--- src/rtl/uart_tx_arbiter.sv ---
`default_nettype none
// ============================================================================
// Module   : uart_tx_arbiter
// Purpose  : Round-robin scheduler sharing one UART transmitter between
//            NUM_REQ byte producers. It accepts one byte per grant through a
//            valid/ready handshake, drives the transmitter load strobe and
//            byte, follows the transmitter busy flag until the frame ends,
//            and raises a sticky error if a load is never acknowledged.
// Ports    : i_clk, i_reset      - clock, synchronous active-high reset
//            i_req_valid/data    - per-requester byte offer (byte k at [8k+7:8k])
//            o_req_ready         - one-cycle accept pulse to the winner
//            o_tx_dr, o_tx_data  - load strobe and byte to the transmitter
//            i_tx_busy           - transmitter busy flag
//            o_grant_id          - index of the requester being served
//            o_busy              - arbiter not idle
//            o_err_timeout       - sticky "transmitter never went busy" flag
// Revision : 1.0 - initial release
// ============================================================================
module uart_tx_arbiter #(
  parameter int NUM_REQ      = 4,
  parameter int DR_CYCLES    = 2,
  parameter int BUSY_TIMEOUT = 16
) (
  input  logic                       i_clk,
  input  logic                       i_reset,
  input  logic [NUM_REQ-1:0]         i_req_valid,
  input  logic [8*NUM_REQ-1:0]       i_req_data,
  output logic [NUM_REQ-1:0]         o_req_ready,
  output logic                       o_tx_dr,
  output logic [7:0]                 o_tx_data,
  input  logic                       i_tx_busy,
  output logic [$clog2(NUM_REQ)-1:0] o_grant_id,
  output logic                       o_busy,
  output logic                       o_err_timeout
);

  localparam int c_id_w = $clog2(NUM_REQ);
  localparam int c_dr_w = $clog2(DR_CYCLES + 1);
  localparam int c_to_w = $clog2(BUSY_TIMEOUT + 1);

  localparam logic [c_id_w-1:0] c_last_id  = c_id_w'(NUM_REQ - 1);
  localparam logic [c_id_w:0]   c_num_req  = (c_id_w + 1)'(NUM_REQ);
  localparam logic [c_dr_w-1:0] c_dr_first = c_dr_w'(1);
  localparam logic [c_dr_w-1:0] c_dr_last  = c_dr_w'(DR_CYCLES);
  localparam logic [c_to_w-1:0] c_to_first = c_to_w'(1);
  localparam logic [c_to_w-1:0] c_to_limit = c_to_w'(BUSY_TIMEOUT);

  typedef enum logic [1:0] {
    S_IDLE      = 2'd0,
    S_LOAD      = 2'd1,
    S_WAIT_BUSY = 2'd2,
    S_WAIT_DONE = 2'd3
  } state_t;

  state_t r_state;
  state_t w_state_nxt;

  logic [c_id_w-1:0] r_ptr;        // first requester considered next time
  logic [c_id_w-1:0] r_grant;
  logic [7:0]        r_data;
  logic [c_dr_w-1:0] r_dr_cnt;     // 1-based position inside the load pulse
  logic [c_to_w-1:0] r_to_cnt;     // cycles elapsed since the first load cycle
  logic              r_seen_busy;  // busy already observed during the load pulse
  logic              r_err;

  logic              w_found;
  logic [c_id_w-1:0] w_winner;
  logic [c_id_w:0]   w_scan_idx;
  logic [7:0]        w_winner_data;
  logic [c_id_w-1:0] w_ptr_nxt;
  logic              w_arb;
  logic              w_timeout;

  // --------------------------------------------------------------------------
  // Round-robin search: walk upward from the pointer, wrapping at NUM_REQ.
  // The scan index carries one spare bit so ptr+i can be folded back into
  // range without relying on NUM_REQ being a power of two.
  // --------------------------------------------------------------------------
  always_comb begin : p_arb
    w_found    = 1'b0;
    w_winner   = '0;
    w_scan_idx = '0;
    for (int i = 0; i < NUM_REQ; i++) begin
      w_scan_idx = {1'b0, r_ptr} + (c_id_w + 1)'(i);
      if (w_scan_idx >= c_num_req) begin
        w_scan_idx = w_scan_idx - c_num_req;
      end
      if (!w_found && i_req_valid[w_scan_idx[c_id_w-1:0]]) begin
        w_found  = 1'b1;
        w_winner = w_scan_idx[c_id_w-1:0];
      end
    end
  end

  assign w_winner_data = i_req_data[{w_winner, 3'b000} +: 8];
  assign w_ptr_nxt     = (w_winner == c_last_id) ? '0 : w_winner + c_id_w'(1);

  // A busy transmitter in IDLE belongs to someone else (or to a frame that
  // outlived a reset), so arbitration is held off until it goes quiet.
  assign w_arb     = (r_state == S_IDLE) && w_found && !i_tx_busy;
  assign w_timeout = (r_state == S_WAIT_BUSY) && !i_tx_busy && (r_to_cnt >= c_to_limit);

  // --------------------------------------------------------------------------
  // State register
  // --------------------------------------------------------------------------
  always_ff @(posedge i_clk) begin : p_state
    if (i_reset) begin
      r_state <= S_IDLE;
    end else begin
      r_state <= w_state_nxt;
    end
  end

  // --------------------------------------------------------------------------
  // Next state and outputs
  // --------------------------------------------------------------------------
  always_comb begin : p_fsm
    w_state_nxt = r_state;
    o_req_ready = '0;
    o_tx_dr     = 1'b0;
    o_busy      = (r_state != S_IDLE);

    case (r_state)
      S_IDLE: begin
        if (w_arb) begin
          w_state_nxt = S_LOAD;
        end
      end

      S_LOAD: begin
        o_tx_dr = 1'b1;
        // The accept pulse is tied to the first load cycle only.
        if (r_dr_cnt == c_dr_first) begin
          o_req_ready[r_grant] = 1'b1;
        end
        if (r_dr_cnt >= c_dr_last) begin
          // A fast transmitter may already have gone busy while the strobe
          // was still high; in that case there is nothing left to wait for.
          if (r_seen_busy || i_tx_busy) begin
            w_state_nxt = S_WAIT_DONE;
          end else begin
            w_state_nxt = S_WAIT_BUSY;
          end
        end
      end

      S_WAIT_BUSY: begin
        if (i_tx_busy) begin
          w_state_nxt = S_WAIT_DONE;
        end else if (w_timeout) begin
          w_state_nxt = S_IDLE;
        end
      end

      S_WAIT_DONE: begin
        if (!i_tx_busy) begin
          w_state_nxt = S_IDLE;
        end
      end

      default: begin
        w_state_nxt = S_IDLE;
      end
    endcase
  end

  // --------------------------------------------------------------------------
  // Datapath: latched byte/grant, pointer, counters and error flag
  // --------------------------------------------------------------------------
  always_ff @(posedge i_clk) begin : p_datapath
    if (i_reset) begin
      r_ptr       <= '0;
      r_grant     <= '0;
      r_data      <= '0;
      r_dr_cnt    <= '0;
      r_to_cnt    <= '0;
      r_seen_busy <= 1'b0;
      r_err       <= 1'b0;
    end else begin
      if (w_arb) begin
        r_data      <= w_winner_data;
        r_grant     <= w_winner;
        r_ptr       <= w_ptr_nxt;
        // Both counters describe the first load cycle once this edge passes.
        r_dr_cnt    <= c_dr_first;
        r_to_cnt    <= c_to_first;
        r_seen_busy <= 1'b0;
      end else begin
        if ((r_state == S_LOAD) && (r_dr_cnt < c_dr_last)) begin
          r_dr_cnt <= r_dr_cnt + c_dr_w'(1);
        end
        if ((r_state != S_IDLE) && (r_to_cnt < c_to_limit)) begin
          r_to_cnt <= r_to_cnt + c_to_w'(1);
        end
        if ((r_state == S_LOAD) && i_tx_busy) begin
          r_seen_busy <= 1'b1;
        end
      end

      if (w_timeout) begin
        r_err <= 1'b1;
      end
    end
  end

  assign o_tx_data     = r_data;
  assign o_grant_id    = r_grant;
  assign o_err_timeout = r_err;

endmodule

`default_nettype wire

--- config.mk ---
export PLATFORM = sky130hd
export DESIGN_NAME = uart_tx_arbiter
export DESIGN_NICKNAME = d
export VERILOG_FILES = /design/src/rtl/uart_tx_arbiter.sv
export SDC_FILE = /design/constraint.sdc
export NUM_CORES = 1
export LEC_CHECK = 0
export ABC_AREA = 1
export CAP_MARGIN = 10
export CORE_ASPECT_RATIO = 0.6
export CORE_MARGIN = 2
export CORE_UTILIZATION = 49
export CTS_CLUSTER_SIZE = 30
export DETAILED_ROUTE_END_ITERATION = 16
export PLACE_DENSITY = 0.95
export REMOVE_ABC_BUFFERS = 1
export SETUP_SLACK_MARGIN = 0.3
export SLEW_MARGIN = 20
export SYNTH_ARGS = -nofsm -noshare
export SYNTH_HDL_FRONTEND = slang
export SYNTH_SLANG_ARGS = --single-unit
--- constraint.sdc ---
create_clock -name i_clk -period 4.54 [get_ports i_clk]
set_input_delay 0.908 -clock i_clk [delete_from_list [all_inputs] [get_ports i_clk]]
set_output_delay 0.908 -clock i_clk [all_outputs]
set_load 0.05 [all_outputs]
Word-level counts from Yosys, hierarchy flattened:

Index checks and enable logic that the tools add are counted.

* flip-flop bits (word level): 23
* latch bits: 0
* bits in writable memories: 0
* bits in read-only memories: 0
* logic and storage cells: 103
* memories kept: 0

* add/subtract/negate cells: 10
* $mul: 0
* divide/modulo/power cells: 0
* order comparisons: 14
* eq/ne operators: 9
* shifts and indexed selects: 1
* muxes and demuxes: 37
* bitwise operators: 0
* reductions and logical operators: 22

Operators with widths (count)
* 32-bit by 6-bit variable part select with 8-bit output: 1
* 2-bit 2-to-1 mux: 14
* 2-bit by 3-bit < comparator with 1-bit output (second input constant): 5
* 1-bit 2-to-1 mux: 15
* 1-bit logical AND: 11
* 3-bit >= comparator (second input constant): 3
* 1-bit binary-select mux with 2-bit select: 4
* 4-bit 2-to-1 mux: 2
* 2-bit one-hot mux with 4 select lines: 1
* 2-bit by 1-bit subtractor with 2-bit output (second input constant): 4
* 2-bit by 2-bit adder with 3-bit output (second input constant): 2
* 2-bit == test (second input constant): 3
* 2-bit inequality test (second input constant): 3
* 2-bit nonzero test: 3
* 5-bit by 1-bit adder with 5-bit output (second input constant): 1
* 5-bit >= comparator (second input constant): 1
* 5-bit < comparator (second input constant): 1
* 2-bit by 1-bit adder with 2-bit output (second input constant): 2
* 2-bit by 1-bit == test with 1-bit output (second input constant): 2
* 1-bit zero test: 4
* 4-bit AND reduction: 1
* 2-bit by 1-bit adder with 3-bit output (second input constant): 1
* 2-bit by 3-bit >= comparator with 1-bit output (second input constant): 1
* 3-bit inequality test (second input constant): 1
* other kinds (7): 7

Longest topological paths before layout:

* word-level depth: 18
* mapped depth: 16
* depth with buffers taken out: 15

Worst setup path after synthesis:

OpenSTA, ideal clock, no wires.

* path type: register to output
* start: reg r_state[0]
* end: out o_req_ready[0]
* data arrival time: 2.846 ns
* setup slack: 0.786 ns
* cell stages (with the launch flop): 5
* path buffers: 0
* cell sequence: dfxtp_1 -> inv_1 -> nor2_1 -> inv_1 -> nor4_1

* word-level cells in the longest chain between the ends: 2

RTL lines
* start: declaration: line 55 `state_t r_state;`
* start signal: assignment: line 110 `r_state <= w_state_nxt;`
* 2-bit by 1-bit == test with 1-bit output: line 123 `case (r_state)`
* 4-bit 2-to-1 mux: line 123
* end: declaration: line 28 `output logic [NUM_REQ-1:0] o_req_ready,`

Every way passes these cells.

Final worst setup path:

* start: reg r_state[0]
* end: out o_req_ready[1]

The elaborated chain is that of the path after synthesis.

==> impl_results.md <==
* P&R area growth vs syn at 36.5%
* Period utilization at 0.686
* Main synth FF type: dfxtp_1
* IO Pins at 56
* #FFs+latches synth at 23
* Initial Utilization at 0.506
* Layout cells sized above 1 at 0.0942
* Netlist cell types at 32
* Routed WL at 4.50 mm
* Status: completed
* Die height at 48.7 um
* Final hold violation count at 0
* Max Clock Freq at 321 MHz
* HPWL after DPL at 3.59 mm
* Worst IR Drop VDD at 367 uV
* Row cnt at 16
* Clock buffer depth at 2
* Worst-Skew Late Latency at 0.26 ns
* Final core occ at 0.691
* GP Congestion at 1.00
* Worst reg-to-reg setup slack at 2.24 ns
* Static Leak at 1.03 nW
* Hold Path Depth at 2
* Fin Clk Skew at 0.000989 ns
* Crit-path max FO at 5
* R2r startpoint: r_ptr[0]$_SDFFE_PP0P_
* Unrepaired setup endpoints after global routing: no
* Synth Area in Adders at 0.0307
* Synth Area in Simple Gates at 0.493
* Total clock buffers created by CTS at 3
* Buffer count from post-CTS setup fixing at 0
* Time the worst path needs with I/O delays and setup at 3.11 ns
* CP Launch Type: register
* Cells after Synth at 254
* Synth Area in XOR/XNOR at 0.0107
* Drc violations at 0
* Hold Crit Class: reg -> reg
* Vias in the first global route at 1742
* Post-CTS Resized at 0
* Fin area at 2230 um2
* Slew Viols, Final at 0
* Leading cell type by number of instances after synthesis: nand2_1
* Critical Path End Type: primary output
* Top cells by count, synth: nand2_1 (97), dfxtp_1 (23), inv_1 (23), nor2_1 (23), nand3_1 (18)
* Relative slew slack at 0.651
* Crit path kind: reg -> out
* Final hold slack at 0.450 ns
* Clk slew on worst S/H paths at 0.08 ns
* Post-synth EDFFs at 0
* Least-Margin Pin Slew at 0.521 ns
* GR Util All Layers at 0.260
* Total Nets Final at 352
* Antenna Cells at 0
* CTS Root Cell: clkbuf_8
* Die X at 78.5 um
* Clock Sinks at 23
* Critical-path top delay cell: clkdlybuf4s50_1
* Max_cap viols at 0
* Top post-synthesis cells by area: dfxtp_1 (28%), nand2_1 (22%), nand3_1 (5.5%)
* Worst Hold Launch: o_err_timeout$_SDFFE_PP0P_
* Core area at 3220 um2
* Yosys Warn Count at 0
* Compound-gate portion of the synthesized area at 0.0737
* Post-synthesis sequential area ratio at 0.282
* CTS Hold Bufs at 0
* # setup viols final at 0
* Gr ovfl total at 0
* Power per Cell Area at 706 nW/um2
* Clock H-tree levels at 1
* Vias/cell at 5.22
* Antenna violations before repair at 0
* Post-DRT Antenna Nets at 0
* Post-DR wirelength/cell at 12.7 um
* Fillers at 259
* # port buffers at 55
* Required @ worst endpoint at 3.63 ns
* CP dominant cell by count: inv_1
* CTS tree: built
* Initial drt markers at 145
* Placed Area at 2180 um2
* Largest net degree at the start of global routing at 18
* Global-route wire length before repair at 7.90 mm
* Max stage delay on crit path at 0.85 ns
* Reg2reg path depth at 11
* Min-Delay Endpoint: o_err_timeout$_SDFFE_PP0P_
* Die area at 3820 um2
* Crit path DAT at 2.20 ns
* Initial DRT Pass Iterations at 5
* Post-synth top area cell: dfxtp_1
* Total Neg Setup Slack at 0 ns
* Synthesized area at 1630 um2
* Largest family of logic cells by synthesized area: simple AND/OR/NAND/NOR gates
* Reg2reg end: r_ptr[0]$_SDFFE_PP0P_
* Ys async rst share at 0
* Multiplexer share of the synthesized area at 0
* Synthesized area per cell at 6.42 um2
* Critical-path cell list: inv_1, nor2_1, inv_1, nor4_1, clkdlybuf4s50_1
* Post-synth top area share at 0.282
* Via count at 1843
[cells by family (layout without fill, tap and decap cells)]
| group | after synthesis | count (layout) |
|---|---|---|
| AO/OA/AOI/OAI | 21 | 21 |
| XOR/XNOR | 2 | 2 |
| adder cells (fa/ha/maj) | 4 | 4 |
| AND/OR/NAND/NOR | 169 | 169 |
| flip-flops | 23 | 23 |
| buffers and inverters | 35 | 89 |
[cell type report]
cell class              instances  area, um2  area share
well taps                      45       56.3      0.0253
repair buffers                 55        551       0.247
clock buffers                   4       45.0      0.0202
multi-input cells             196        991       0.445
flip-flops and latches         23        460       0.207
inverters                      30        123      0.0551
[flip-flops by register name, summed over array words and instances (netlist names)]
register	cells
o_tx_data	8
r_ptr	2
r_to_cnt	5
r_seen_busy	1
r_state	2
o_err_timeout	1
o_grant_id	2
r_dr_cnt	2
[metrics by stage]
| stage | total power, mW | worst slack (ns) | std cells |
|---|---|---|---|
| final | 1.57 | 1.43 | 353 |
| after global routing | 1.72 | 1.31 | 353 |
| after CTS | 1.56 | 1.44 | 353 |
| after detailed placement | 1.43 | 1.55 | 349 |
| after global placement | 1.38 | 1.66 | 349 |
| after floorplan | 1.15 | 0.786 | 249 |
[layout by cell type (no fill, tap or decap), types with 2 or more instances in the layout]
master and instances:
nand2_1 97, clkdlybuf4s50_1 55, inv_1 23, nor2_1 23
dfxtp_1 23, nand3_1 18, a21oi_1 11, nand4_1 8
nand2_2 7, o21ai_0 5, inv_2 4, nor4_1 4
ha_1 4, nand2_4 3, nand3_4 3, clkbuf_8 3
nor2_4 2
[power by group]
group | total [mW] | switching [mW] | internal (mW)
clock | 0.127 | 0.0644 | 0.0627
sequential | 0.323 | 0.0637 | 0.259
combinational | 1.12 | 0.766 | 0.357
[critical path, delay by kind of cell (launching register included)]
family	cells	cell delay (ns)
buf+inv	3	1.11
flops	1	0.37
simple gates	2	0.46
[per-layer routing]
| layer | track usage | wire [um] | up-vias |
|---|---|---|---|
| met3 | 0.0690 | 441 | 14 |
| met4 | 0.0585 | 77 | 0 |
| li1 | - | - | 921 |
| met1 | 0.358 | 2000 | 802 |
| met2 | 0.409 | 1980 | 106 |
| met5 | 0 | 0 | - |
[worst max-delay path by stage]
stage | slack [ns] | startpoint | end | cells past startpoint
6_report | 1.43 | r_state[0]$_SDFFE_PP0P_ | o_req_ready[1] | 5
4_1_cts | 1.44 | r_state[0]$_SDFFE_PP0P_ | o_req_ready[1] | 5
3_3_place_gp | 1.66 | i_req_valid[3] | r_ptr[1]$_SDFFE_PP0P_ | 12
3_5_place_dp | 1.55 | i_req_valid[3] | r_ptr[1]$_SDFFE_PP0P_ | 12
5_1_grt | 1.31 | r_state[0]$_SDFFE_PP0P_ | o_req_ready[1] | 5
2_1_floorplan | 0.79 | r_state[0]$_SDFFE_PP0P_ | o_req_ready[0] | 4
Power figures use the tool's default switching activity.
